<file path="src/rtl/cpu_run_ctrl.sv">
// Run controller for the single-cycle RV32 core: sequences the core reset, counts run
// cycles and ends the run on a TOHOST store, a PC self-loop halt or a cycle timeout.
// Optional feature macro: CPU_RUN_CTRL_SIG_EN (rolling signature over RUN-state stores).
module cpu_run_ctrl #(
  parameter int unsigned     XLEN        = 32,
  parameter int unsigned     RST_CYCLES  = 4,
  parameter int unsigned     HALT_CYCLES = 8,
  parameter int unsigned     MAX_CYCLES  = 1000,
  parameter int unsigned     CNT_W       = 32,
  parameter logic [XLEN-1:0] TOHOST_ADDR = 32'h0000_0FFC
) (
  input  logic             clk,
  input  logic             rst,
  input  logic [XLEN-1:0]  pc,
  input  logic             dmem_we,
  input  logic [XLEN-1:0]  dmem_addr,
  input  logic [XLEN-1:0]  dmem_wdata,
  output logic             cpu_rst,
  output logic             running,
  output logic             run_done,
  output logic             run_pass,
  output logic             run_timeout,
  output logic [XLEN-1:0]  fail_code,
  output logic [CNT_W-1:0] cycle_count,
  output logic [XLEN-1:0]  signature
);

  localparam int unsigned HoldW = $clog2(RST_CYCLES + 1);
  localparam int unsigned HaltW = $clog2(HALT_CYCLES + 1);

  typedef enum logic [1:0] {StHold, StRun, StDone} state_e;

  state_e            state_q, state_d;
  logic [HoldW-1:0]  hold_cnt_q, hold_cnt_d;
  logic [HaltW-1:0]  halt_cnt_q, halt_cnt_d;
  logic              cpu_rst_q, cpu_rst_d;
  logic              pass_q, pass_d;
  logic              timeout_q, timeout_d;
  logic [XLEN-1:0]   fail_code_q, fail_code_d;
  logic [CNT_W-1:0]  cycle_cnt_q, cycle_cnt_d;
  logic [XLEN-1:0]   prev_pc_q;

  logic tohost_hit, pc_same, halt_hit, timeout_hit;

  // Termination detectors; a zero TOHOST store is not a report and is ignored.
  assign tohost_hit  = dmem_we && (dmem_addr == TOHOST_ADDR) && (dmem_wdata != '0);
  assign pc_same     = (pc == prev_pc_q);
  // The equal-pc count would reach HALT_CYCLES-1 on this edge.
  assign halt_hit    = pc_same && (halt_cnt_q == HaltW'(HALT_CYCLES - 2));
  assign timeout_hit = (cycle_cnt_q == CNT_W'(MAX_CYCLES - 1));

  // Next-state logic for the HOLD -> RUN -> DONE sequence and the sticky result flags.
  always_comb begin
    state_d     = state_q;
    hold_cnt_d  = hold_cnt_q;
    halt_cnt_d  = halt_cnt_q;
    cpu_rst_d   = cpu_rst_q;
    pass_d      = pass_q;
    timeout_d   = timeout_q;
    fail_code_d = fail_code_q;
    cycle_cnt_d = cycle_cnt_q;
    unique case (state_q)
      StHold: begin
        halt_cnt_d = '0;
        if (hold_cnt_q == HoldW'(RST_CYCLES - 1)) begin
          state_d   = StRun;
          cpu_rst_d = 1'b1;
        end else begin
          hold_cnt_d = HoldW'(hold_cnt_q + 1'b1);
        end
      end
      StRun: begin
        if (cycle_cnt_q != '1) cycle_cnt_d = cycle_cnt_q + 1'b1;
        halt_cnt_d = pc_same ? HaltW'(halt_cnt_q + 1'b1) : '0;
        // Priority: TOHOST report, then halt, then timeout; only one outcome recorded.
        if (tohost_hit) begin
          state_d     = StDone;
          pass_d      = (dmem_wdata == XLEN'(1));
          fail_code_d = (dmem_wdata == XLEN'(1)) ? '0 : (dmem_wdata >> 1);
        end else if (halt_hit) begin
          state_d = StDone;
        end else if (timeout_hit) begin
          state_d   = StDone;
          timeout_d = 1'b1;
        end
      end
      StDone: ;
      default: state_d = StHold;
    endcase
  end

  // State and result registers with synchronous active-low reset.
  always_ff @(posedge clk) begin
    if (!rst) begin
      state_q     <= StHold;
      hold_cnt_q  <= '0;
      halt_cnt_q  <= '0;
      cpu_rst_q   <= 1'b0;
      pass_q      <= 1'b0;
      timeout_q   <= 1'b0;
      fail_code_q <= '0;
      cycle_cnt_q <= '0;
      prev_pc_q   <= '0;
    end else begin
      state_q     <= state_d;
      hold_cnt_q  <= hold_cnt_d;
      halt_cnt_q  <= halt_cnt_d;
      cpu_rst_q   <= cpu_rst_d;
      pass_q      <= pass_d;
      timeout_q   <= timeout_d;
      fail_code_q <= fail_code_d;
      cycle_cnt_q <= cycle_cnt_d;
      prev_pc_q   <= pc;
    end
  end

`ifdef CPU_RUN_CTRL_SIG_EN
  logic [XLEN-1:0] sig_q, sig_d;

  // Rotate-left-and-fold every store seen while running, including TOHOST.
  always_comb begin
    sig_d = sig_q;
    if (state_q == StRun && dmem_we) begin
      sig_d = {sig_q[XLEN-2:0], sig_q[XLEN-1]} ^ dmem_wdata ^ dmem_addr;
    end
  end

  // Signature register.
  always_ff @(posedge clk) begin
    if (!rst) sig_q <= '0;
    else      sig_q <= sig_d;
  end

  assign signature = sig_q;
`else
  assign signature = '0;
`endif

  assign cpu_rst     = cpu_rst_q;
  assign running     = (state_q == StRun);
  assign run_done    = (state_q == StDone);
  assign run_pass    = pass_q;
  assign run_timeout = timeout_q;
  assign fail_code   = fail_code_q;
  assign cycle_count = cycle_cnt_q;

endmodule

</file>
<file path="config.mk">
export PLATFORM = sky130hd
export DESIGN_NAME = cpu_run_ctrl
export DESIGN_NICKNAME = d
export VERILOG_FILES = /design/src/rtl/cpu_run_ctrl.sv
export SDC_FILE = /design/constraint.sdc
export NUM_CORES = 1
export LEC_CHECK = 0
export CAP_MARGIN = 10
export CELL_PAD_IN_SITES_DETAIL_PLACEMENT = 1
export CELL_PAD_IN_SITES_GLOBAL_PLACEMENT = 1
export CORE_ASPECT_RATIO = 0.8
export CORE_MARGIN = 3
export CORE_UTILIZATION = 49
export CTS_CLUSTER_DIAMETER = 50
export DETAILED_ROUTE_END_ITERATION = 12
export DONT_BUFFER_PORTS = 1
export PLACE_DENSITY = 0.85
export REMOVE_ABC_BUFFERS = 1
export SYNTH_ARGS = -nofsm -noshare
export SYNTH_HDL_FRONTEND = slang
export SYNTH_SLANG_ARGS = --single-unit
</file>
<file path="constraint.sdc">
create_clock -name clk -period 3.4 [get_ports clk]
set_input_delay 0.85 -clock clk [delete_from_list [all_inputs] [get_ports clk]]
set_output_delay 0.85 -clock clk [all_outputs]
set_load 0.01 [all_outputs]
</file>
* Word-level counts from Yosys, hierarchy flattened
Index checks and enable logic that the tools add are counted.
** Word-level totals
- Word-level logic and storage cells :: 47
- Input port bits :: 99
- Register bits :: 108
** Cells by class
- Reduce and logical (&&, ||, !) cells :: 12
- $add $sub $neg :: 3
- Mux-type cells :: 8
- Bitwise gates (word level) :: 4
- Eq/ne operators :: 11
** Operator list (number)
- $add A32 B1 Y32 const B :: 1
- $eq A32 B1 Y1 const B :: 1
- $eq A32 B10 Y1 const B :: 1
- $eq A32 B12 Y1 const B :: 1
- $eq A32 B32 Y1 :: 1
- $ne A32 B32 Y1 const B :: 1
- $reduce_bool A32 Y1 :: 1
- $mux W31 :: 1
- $mux W2 :: 4
- $pmux W4 S2 :: 1
- $reduce_and A2 Y1 :: 4
- $pmux W2 S3 :: 1
- $add A4 B1 Y4 const B :: 1
- $eq A4 B3 Y1 const B :: 1
- $mux W4 :: 1
- $ne A4 B1 Y1 const B :: 1
- $not A1 Y1 :: 4
- $reduce_and A4 Y1 :: 1
- $add A3 B1 Y3 const B :: 1
- $eq A3 B2 Y1 const B :: 1
- $logic_and A1 B1 Y1 :: 3
- $reduce_and A3 Y1 :: 1
- $eq A2 B1 Y1 const B :: 1
- $eq A2 B2 Y1 const B :: 1
- other kinds (3) :: 3

* Depth between registers and ports, before layout
Gate-level depths: netlist of run 1.
- Depth after elaboration :: 5
- Mapped depth :: 8
- Depth with buffers taken out :: 6

* Worst setup path before layout of run 1
No wires, ideal clock.
- Kind :: input to register
- Start point :: input port dmem_addr[29]
- End point :: register fail_code_q[0] (netlist: fail_code[0])
- Setup time :: 117 ps
- Required time :: 3283 ps
- Data arrival time :: 2470 ps
- Setup slack :: 813 ps
- Stages :: 6
- Buffers on the path :: 1
- Cell sequence :: or4_1 -> nor4_4 -> nand4_2 -> o21a_2 -> buf_6 -> a22o_1
** On the way
- Word-level cells in the longest chain between the ends :: 4
** RTL lines
- start, declared :: RTL line 16 : input logic [XLEN-1:0] dmem_addr,
- $eq A32 B12 Y1 :: RTL line 46 : assign tohost_hit = dmem_we && (dmem_addr == TOHOST_ADDR) && (dmem_wdata != '0);
- $logic_and A1 B1 Y1 (2 in series) :: RTL line 46
- $reduce_and A2 Y1 (no source line)
- end signal, assigned :: RTL line 111 : fail_code_q <= fail_code_d;
- end, declared :: RTL line 39 : logic [XLEN-1:0] fail_code_q, fail_code_d;
No other way between the ends.
A chain may end at the register's enable or synchronous reset.

* Worst setup path after layout of run 1
- Start point :: register cycle_cnt_q[0] (netlist: cycle_count[0])
- End point :: register cycle_cnt_q[27] (netlist: cycle_count[27])
** On the way
- Word-level cells in the longest chain between the ends :: 2
** RTL lines
- start, declared :: RTL line 40 : logic [CNT_W-1:0] cycle_cnt_q, cycle_cnt_d;
- start signal, assigned :: RTL line 112 : cycle_cnt_q <= cycle_cnt_d;
- branches (longest 2 deep; another with $add A32 B1 Y32)
Several ways; the timed one is not identified.

==> flow_summary.ini, run 1 <==
[layout]
drive_gt1_frac = 0.06501
synthToLayoutAreaGrowth_pct = 5.911
final_util = 0.5517
final_nets = 622
diodes = 0

[worst_hold_path]
hp-start = halt_cnt_q[1]$_SDFFE_PN0P_
min_to = halt_cnt_q[1]$_SDFFE_PN0P_
hp-class = reg2reg
hold-path-cell-count = 2

[synth]
ys_types = 48
synth_edf_count = 0
synth_top_area_share = 0.4381
synth_area_leaders = dfxtp_1, xnor2_1, a22o_1, buf_4, and2_1
synth_area_leader_cell = dfxtp_1
synth-seq-cells = 107
ys_seq_area_frac = 0.4381
yosysWarnings = 0
syn_avg_cell_area_sq_um = 9.349
syn_inst = 523
synth_area_sq_um = 4890
synth_top_flop_cell = dfxtp_1
ys_async_sr_fraction = 0

[floorplan]
coreArea_sq_um = 9387
dieArea_sq_um = 11220
die_h_um = 95.35
rows = 31
dieWidth_um = 117.7
pin_count = 200
initial_utilization = 0.5209

[cts]
cts_made_buffers = 9
cts_sinks = 107
htree_levels = 3
postCtsSetupRepairBufs = 0
cts_hold_buffers = 0
clkTransAtPathRegs_ns = 0.07
insertion_delay_ns = 0.34
cts_tree = built
clock-root-buffer = clkbuf_16
ctsResizeCount = 0
ctsLongestPathBuffers = 2

[routing]
drc = 0
wl_um = 13460
viasPerCell = 5.898
post_drt_wl_per_cell_um = 20.55
drt_first_pass_iters = 6
drtIter0Drc = 204
vias = 3863
postRouteAntennaNets = 0

[timing]
rsz0062_at_grt = false
timing.setup.tns_ns = 0
skew_ns = 0.008263
slew_headroom = 0.3720
max_clock_freq_ghz = 0.3819
finalCriticalPeriod_ns = 2.618
tightestPinTransition_ns = 0.9348
worst_slack_ns = 0.7815
slew_violations = 0
hold_violations = 0
hold-worst-slack_ns = 0.5131
period_share = 0.7701
setup_viol_count_final = 0

[placement]
gp_congestion = 0.8271
port_buffers = 0
hpwl_um = 10170
place_ws_ns = 0.4123

[pwr]
combPwrFrac = 0.078
power_density_nw_per_um2 = 492.3
switchingPower_uw = 635.2
pwr-share-clk = 0.401
p_int_mw = 1.914
max-vdd-ir-drop_uv = 231.0
p_total_mw = 2.550
leakagePower_nw = 1.832
swShare = 0.2491
power_frac_seq = 0.520

[grt]
grt_overflow = 0
antenna_found_initial = 0
grt_pass1_wl_um = 21340
grt_pass1_vias = 4130
gr-usage-all-layers = 0.2381
grt_max_degree = 58

[critical_path]
r2r_cells = 7
crit_start = cycle_count[0]$_SDFFE_PN0P_
cp-start-kind = flip-flop
end_kind = flip-flop
worstPathRequired_ns = 3.66
r2r_slack_ns = 0.78
path_class = reg2reg
cp_max_fo = 15
r2r_end = cycle_count[27]$_SDFFE_PN0P_
reg2reg_from = cycle_count[0]$_SDFFE_PN0P_
arrival_ns = 2.88

[run_status]
status = complete, no violations

[job]
cap_violations = 0
## per-layer routing
metal | vias to the layer above | wire length, um | track usage
met5 | - | 0 | 0
met4 | 0 | 138 | 0.06537
met3 | 11 | 866 | 0.06643
met2 | 136 | 7092 | 0.4419
met1 | 1881 | 5362 | 0.2725
li1 | 1835 | - | -
## worst max-delay path, cell delays in order, from the launching register on
cell     delay (ns)
dfxtp_1        0.48
ha_1           0.24
nand3_1        0.15
nor4_4         0.48
nor4b_4        0.59
buf_4          0.30
o21ai_0        0.13
a21oi_1        0.17
## logic make-up after synthesis
| family | Yosys count | share of synthesized area |
|---|---|---|
| simple gates | 211 | 0.2597 |
| flops | 107 | 0.4381 |
| compound gates | 94 | 0.1323 |
| buf+inv | 64 | 0.08111 |
| xor+xnor | 34 | 0.06090 |
| mux | 7 | 0.01433 |
| fa+ha+maj | 5 | 0.01279 |
| other cells | 1 | 0.0007669 |
## through the flow
stage	instance area (sq um)	instances
final	5179	655
after global placement	4883	639
after floorplan	4643	499
after detailed placement	4883	639
after global routing	5179	655
after CTS	5179	655
## cell usage in the layout (no fill, tap or decap), types with 3 or more instances in the layout
cell	synthesis	final
nor2_1	15	15
o211ai_1	3	3
and2_1	34	34
o31ai_1	9	9
a21oi_1	26	26
dfxtp_1	107	107
nand2_1	31	31
buf_4	34	8
nand2b_1	6	6
ha_1	5	5
nor3b_1	3	3
nand3_1	16	16
a22o_1	31	31
clkbuf_16	0	9
nand4_1	27	27
o21ai_0	18	18
conb_1	1	33
nor4_1	16	16
xnor2_1	33	33
and3_1	7	7
nor3_1	11	11
and4_1	4	4
or4_1	14	14
or3_1	15	15
mux2i_1	7	7
inv_1	6	6
## how the worst max path moves through the flow
stage | end | cells after the start
after floorplan | fail_code[0]$_SDFFE_PN0P_ | 5
after global placement | fail_code[23]$_SDFFE_PN0P_ | 6
after detailed placement | fail_code[6]$_SDFFE_PN0P_ | 6
after CTS | cycle_count[27]$_SDFFE_PN0P_ | 7
after global routing | cycle_count[27]$_SDFFE_PN0P_ | 7
final | cycle_count[27]$_SDFFE_PN0P_ | 7
## sequential cells by signal (all words and copies together) (netlist names)
register	flops
fail_code	31
prev_pc_q	32
halt_cnt_q	4
cycle_count	32
run_timeout	1
state_q	2
hold_cnt_q	3
run_pass	1
cpu_rst	1
## Yosys cell counts, types with 2 or more instances
master and count:
xnor2_1 33, nor2_1 15, dfxtp_1 107, buf_2 5, nor4_1 16, o211ai_1 3
nand3_1 16, nand4_1 27, nand2b_1 6, nor3_1 11, mux2i_1 7, inv_1 6
and4_1 4, and3_1 7, clkbuf_1 13, a22o_1 31, or3_1 15, nor4_4 2
buf_4 34, buf_6 3, nor3b_1 3, o31ai_1 9, o21ai_0 18, or4_1 14
ha_1 5, a21oi_1 26, nand2_1 31, a32o_1 2, and2_1 34, nand4b_1 2
## final cells by class
type | count | area (sq um)
tap | 132 | 165.2
clock buffer | 10 | 239.0
clock inverter | 6 | 56.30
fill | 1086 | 4208
timing repair buffer | 8 | 60.06
sequential | 107 | 2142
multi-input combinational | 384 | 2486
inverter | 8 | 30.03
## power by group through the flow
stage	Clock (mW)	Sequential, mW	Combinational, mW
6_report	1.02	1.33	0.200
5_1_grt	1.11	1.33	0.226
3_3_place_gp	0	1.35	0.183
4_1_cts	1.04	1.33	0.201
2_1_floorplan	0	1.35	0.156
3_5_place_dp	0	1.36	0.196
Note: power is estimated with default switching activity, not from simulation.
==> run 2: changes to the inputs <==
--- a/config.mk
+++ b/config.mk
@@ -10,11 +10,11 @@
 export CELL_PAD_IN_SITES_GLOBAL_PLACEMENT = 1
 export CORE_ASPECT_RATIO = 0.8
 export CORE_MARGIN = 3
-export CORE_UTILIZATION = 49
+export CORE_UTILIZATION = 46
 export CTS_CLUSTER_DIAMETER = 50
 export DETAILED_ROUTE_END_ITERATION = 12
 export DONT_BUFFER_PORTS = 1
-export PLACE_DENSITY = 0.85
+export PLACE_DENSITY = 0.81
 export REMOVE_ABC_BUFFERS = 1
 export SYNTH_ARGS = -nofsm -noshare
 export SYNTH_HDL_FRONTEND = slang
==> constraint.sdc (replaced) <==
create_clock -name clk -period 2.6 [get_ports clk]
set_input_delay 0.65 -clock clk [delete_from_list [all_inputs] [get_ports clk]]
set_output_delay 0.65 -clock clk [all_outputs]
set_load 0.01 [all_outputs]
==> run 2 against run 1 <==
Net effect: cell count up 2.0%; first-iteration DRC count is 25% lower; wire length shrank 3.5%; sequential cell count unchanged; largest power group unchanged.
==> flow_summary.ini, run 2 (same netlist as run 1, synthesis figures left out) <==
[cts]
postCtsSetupRepairBufs = 0
clock-root-buffer = clkbuf_16
ctsLongestPathBuffers = 2
cts_made_buffers = 9
cts_hold_buffers = 0
cts_sinks = 107
cts_tree = built
insertion_delay_ns = 0.34
clkTransAtPathRegs_ns = 0.07
ctsResizeCount = 0
htree_levels = 3

[worst_hold_path]
hp-start = pc[22]
hp-class = in2reg

[pwr]
swShare = 0.2402
combPwrFrac = 0.077
leakagePower_nw = 1.857
p_total_mw = 3.380
switchingPower_uw = 811.9
max-vdd-ir-drop_uv = 378.1
power_density_nw_per_um2 = 645.2
power_frac_seq = 0.513
pwr-share-clk = 0.410
p_int_mw = 2.568

[placement]
hpwl_um = 9912
place_area_sq_um = 4936
dpl.cell_count = 651
place_ws_ns = 0.04481
gp_congestion = 0.8603
port_buffers = 0

[layout]
layout_common_cells = dfxtp_1, and2_1, xnor2_1, conb_1
final-instance-count-excl-fill = 668
fillCellCount = 1176
fin_area_sq_um = 5239
synthToLayoutAreaGrowth_pct = 7.139
drive_gt1_frac = 0.07021
final_nets = 626
final_util = 0.5075
layout_commonest_cell = dfxtp_1

[grt]
grt_overflow = 0
grt_pass1_vias = 3974
gr-usage-all-layers = 0.2119
grt_max_degree = 58
antenna_found_initial = 1
grt_pass1_wl_um = 20160

[routing]
postRouteAntennaNets = 0
wl_um = 12980
post_drt_wl_per_cell_um = 19.44
vias = 3860
drt_first_pass_iters = 4
drc = 0
viasPerCell = 5.778
drtIter0Drc = 152

[timing]
setup_viol_count_final = 0
finalCriticalPeriod_ns = 2.381
skew_ns = 0.006952
worst_slack_ns = 0.2192
slew_headroom = 0.5295
period_share = 0.9157
hold_violations = 0
hold-worst-slack_ns = 0.4269
slew_violations = 0
max_clock_freq_ghz = 0.4200
timing.setup.tns_ns = 0
tightestPinTransition_ns = 0.7003
rsz0062_at_grt = false

[floorplan]
initial_utilization = 0.4737
pin_count = 200
die_h_um = 98.22
dieWidth_um = 121.3
coreArea_sq_um = 10320
rows = 33
dieArea_sq_um = 11910

[critical_path]
cp-start-kind = flip-flop
cp_top_family = simple AND/OR/NAND/NOR gates
cp_slowest_cell = dfxtp_1
crit_path_frequent_cell = nand3_1
worstPathRequired_ns = 2.88
cp_max_fo = 9
path_class = reg2reg
arrival_ns = 2.66
cp_num_buf_inv = 0
slowest_delay_ns = 0.48
end_kind = flip-flop
crit_chain = ha_1 -> nand3_1 -> nor4_4 -> nand3_1 -> or4_1 -> a21oi_1
crit_start = cycle_count[0]$_SDFFE_PN0P_
reg2reg_from = cycle_count[0]$_SDFFE_PN0P_

[run_status]
status = complete, no violations

[job]
cap_violations = 0
-- run 2: cell types whose count changed in the layout (fill, tap and decap cells not counted) --
cell,before,now
buf_4,8,11
clkinv_4,2,0
buf_12,0,1
bufinv_16,0,1
clkbuf_1,0,1
clkbuf_8,1,0
clkinv_2,0,1
diode_2,0,1
inv_6,1,2
inv_8,2,1
-- run 2: layer usage --
metal  global-route usage  vias up  part of all wire
met1               0.2498     1850              0.41
met2               0.3604      138              0.50
li1                     -     1850                 -
met3              0.07064       22             0.080
met4              0.07580        0             0.019
met5                    0        -                 0
-- run 2: layout make-up --
| class | count | area, sq um | area share |
|---|---|---|---|
| Multi-Input combinational cell | 384 | 2486 | 0.4746 |
| Sequential cell | 107 | 2142 | 0.4089 |
| Clock buffer | 10 | 229.0 | 0.04371 |
| Tap cell | 140 | 175.2 | 0.03344 |
| Timing Repair Buffer | 12 | 102.6 | 0.01958 |
| Clock inverter | 6 | 71.32 | 0.01361 |
| Inverter | 8 | 30.03 | 0.005732 |
| Antenna cell | 1 | 2.502 | 0.0004777 |
-- run 2: final timing paths --
check | slack [ns] | endpoint | cells past startpoint
worst min register to register | 0.51 | hold_cnt_q[2]$_SDFFE_PN0P_ | 2
worst min-delay path | 0.43 | prev_pc_q[22]$_SDFF_PN0_ | 1
worst max register to register | 0.22 | cycle_count[28]$_SDFFE_PN0P_ | 6
worst max-delay path | 0.22 | cycle_count[28]$_SDFFE_PN0P_ | 6
-- run 2: power by group through the flow --
| stage | Sequential (mW) | Combinational, mW | Clock (mW) |
|---|---|---|---|
| floorplan | 1.76 | 0.204 | 0 |
| global placement | 1.77 | 0.243 | 0 |
| detailed placement | 1.77 | 0.257 | 0 |
| CTS | 1.73 | 0.263 | 1.43 |
| global route | 1.74 | 0.295 | 1.49 |
| finish | 1.73 | 0.260 | 1.39 |
==> run 3: changes to the inputs <==
--- a/config.mk
+++ b/config.mk
@@ -5,16 +5,17 @@
 export SDC_FILE = /design/constraint.sdc
 export NUM_CORES = 1
 export LEC_CHECK = 0
-export CAP_MARGIN = 10
 export CELL_PAD_IN_SITES_DETAIL_PLACEMENT = 1
 export CELL_PAD_IN_SITES_GLOBAL_PLACEMENT = 1
 export CORE_ASPECT_RATIO = 0.8
 export CORE_MARGIN = 3
-export CORE_UTILIZATION = 46
+export CORE_UTILIZATION = 48
+export CTS_BUF_LIST = sky130_fd_sc_hd__clkbuf_8
 export CTS_CLUSTER_DIAMETER = 50
 export DETAILED_ROUTE_END_ITERATION = 12
 export DONT_BUFFER_PORTS = 1
-export PLACE_DENSITY = 0.81
+export GPL_TIMING_DRIVEN = 0
+export PLACE_DENSITY = 0.84
 export REMOVE_ABC_BUFFERS = 1
 export SYNTH_ARGS = -nofsm -noshare
 export SYNTH_HDL_FRONTEND = slang
==> run 3 against run 2 <==
Net effect: critical path depth is 1 lower; global-route usage rose by 1.1 points; sequential power about the same; clock power decreased by 24%; sequential cell count stayed put; cell count is 1.3% lower; critical endpoint is now cycle_count[21]$_SDFFE_PN0P_.
==> flow_summary.ini, run 3 (same netlist as run 1, synthesis figures left out) <==
[critical_path]
reg2reg_from = cycle_count[3]$_SDFFE_PN0P_
r2r_slack_ns = 0.13
r2r_end = cycle_count[21]$_SDFFE_PN0P_
path_class = reg2reg
cp-start-kind = flip-flop
end_kind = flip-flop
arrival_ns = 2.74
r2r_cells = 5
cp_max_fo = 11
worstPathRequired_ns = 2.87

[layout]
diodes = 0
layout_common_cells = dfxtp_1, and2_1, xnor2_1, conb_1
layout_commonest_cell = dfxtp_1
final_nets = 622
drive_gt1_frac = 0.06883
synthToLayoutAreaGrowth_pct = 5.348
fin_area_sq_um = 5151

[floorplan]
die_h_um = 96.28
dieWidth_um = 118.8
coreArea_sq_um = 9769
rows = 32
initial_utilization = 0.5005
pin_count = 200
dieArea_sq_um = 11440

[run_status]
status = complete, no violations

[job]
cap_violations = 0

[cts]
insertion_delay_ns = 0.37
ctsLongestPathBuffers = 2
cts_sinks = 107
clkTransAtPathRegs_ns = 0.10
cts_made_buffers = 9
htree_levels = 3
cts_hold_buffers = 0
cts_tree = built
clock-root-buffer = clkbuf_8

[pwr]
power_density_nw_per_um2 = 593.4
leakagePower_nw = 1.831
max-vdd-ir-drop_uv = 290.9

[routing]
wl_met3_um = 1047
drt_first_pass_iters = 4
wl_met2_um = 6719
wl_met1_um = 5363
vias = 3893
viasPerCell = 5.907
drc = 0
wl_um = 13270
drtIter0Drc = 347
dr.max_layer_used = met4
post_drt_wl_per_cell_um = 20.14
postRouteAntennaNets = 0

[timing]
hold_violations = 0
slew_violations = 0
timing.setup.tns_ns = 0
setup_viol_count_final = 0
skew_ns = 0.009679
slew_headroom = 0.2444
finalCriticalPeriod_ns = 2.469
period_share = 0.9496
max_clock_freq_ghz = 0.4050
tightestPinTransition_ns = 1.126

[grt]
grt_pass1_vias = 3899
grt_pass1_wl_um = 20440
antenna_found_initial = 0
grt_overflow = 0
gr-usage-all-layers = 0.2227
grt_max_degree = 58

[placement]
gp_congestion = 0.8150
port_buffers = 0
place_area_sq_um = 4858
hpwl_um = 9821

[worst_hold_path]
min_to = prev_pc_q[2]$_SDFF_PN0_
hold-path-cell-count = 1
hp-start = pc[2]
hp-class = in2reg
==> run 3: cell types whose count changed in the layout (fill, tap and decap cells not counted), sizes merged <==
| cell | change |
|---|---|
| buf | -5 |
| nor4b | +1 |
| diode | -1 |
==> run 3: repair_timing <==
item                                    4_1_cts  5_1_grt
endpoints found under the setup margin       25       14
setup buffers                                 1        4
cloned                                        1        0
resized for setup                             2        3
pin swaps                                     0        1
==> run 3: per-layer routing <==
| metal | up-vias | global-route usage |
|---|---|---|
| li1 | 1841 | - |
| met2 | 164 | 0.3939 |
| met4 | 0 | 0.05882 |
| met5 | - | 0 |
| met3 | 15 | 0.07051 |
| met1 | 1873 | 0.2648 |
==> run 3: worst max path at each step <==
| stage | from | slack, ns | endpoint | cells past startpoint |
|---|---|---|---|---|
| 3_5_place_dp | cycle_count[3]$_SDFFE_PN0P_ | -0.42 | cycle_count[21]$_SDFFE_PN0P_ | 5 |
| 3_3_place_gp | cycle_count[0]$_SDFFE_PN0P_ | -1.26 | cycle_count[17]$_SDFFE_PN0P_ | 6 |
| 5_1_grt | cycle_count[3]$_SDFFE_PN0P_ | -0.01 | cycle_count[21]$_SDFFE_PN0P_ | 5 |
| 4_1_cts | cycle_count[3]$_SDFFE_PN0P_ | 0.03 | cycle_count[21]$_SDFFE_PN0P_ | 5 |
| 2_1_floorplan | cycle_count[0]$_SDFFE_PN0P_ | -0.35 | cycle_count[11]$_SDFFE_PN0P_ | 6 |
| 6_report | cycle_count[3]$_SDFFE_PN0P_ | 0.13 | cycle_count[21]$_SDFFE_PN0P_ | 5 |
==> run 3: layout make-up <==
class	count	area (sq um)
Clock buffer	10	137.6
Inverter	8	30.03
Clock inverter	6	68.82
Tap cell	136	170.2
Multi-Input combinational cell	385	2535
Timing Repair Buffer	7	67.56
Sequential cell	107	2142
Fill cell	1162	4618
==> run 3: worst max-delay path, cell delays in order (launching register included) <==
cell	delay, ns
dfxtp_1	0.56
nand4_1	0.33
nor3_4	0.58
nand2_1	0.24
or4_1	0.51
a21oi_1	0.15
==> run 3: report_power, final <==
group	internal, mW	switching [mW]
registers	1.70	0.0388
logic	0.109	0.151
clock network	0.481	0.580
==> run 3: metrics by stage <==
stage	hold WS (ns)	utilization	instances	power [mW]	worst slack (ns)
after global placement	0.4791	0.4927	635	2.003	-1.261
after global routing	0.3691	0.5273	659	3.212	-0.01288
after detailed placement	0.4987	0.4973	637	2.027	-0.4218
after floorplan	0.4646	-	499	1.967	-0.3456
after CTS	0.3723	0.5218	655	3.094	0.03409
final	0.3949	0.5273	659	3.056	0.1310
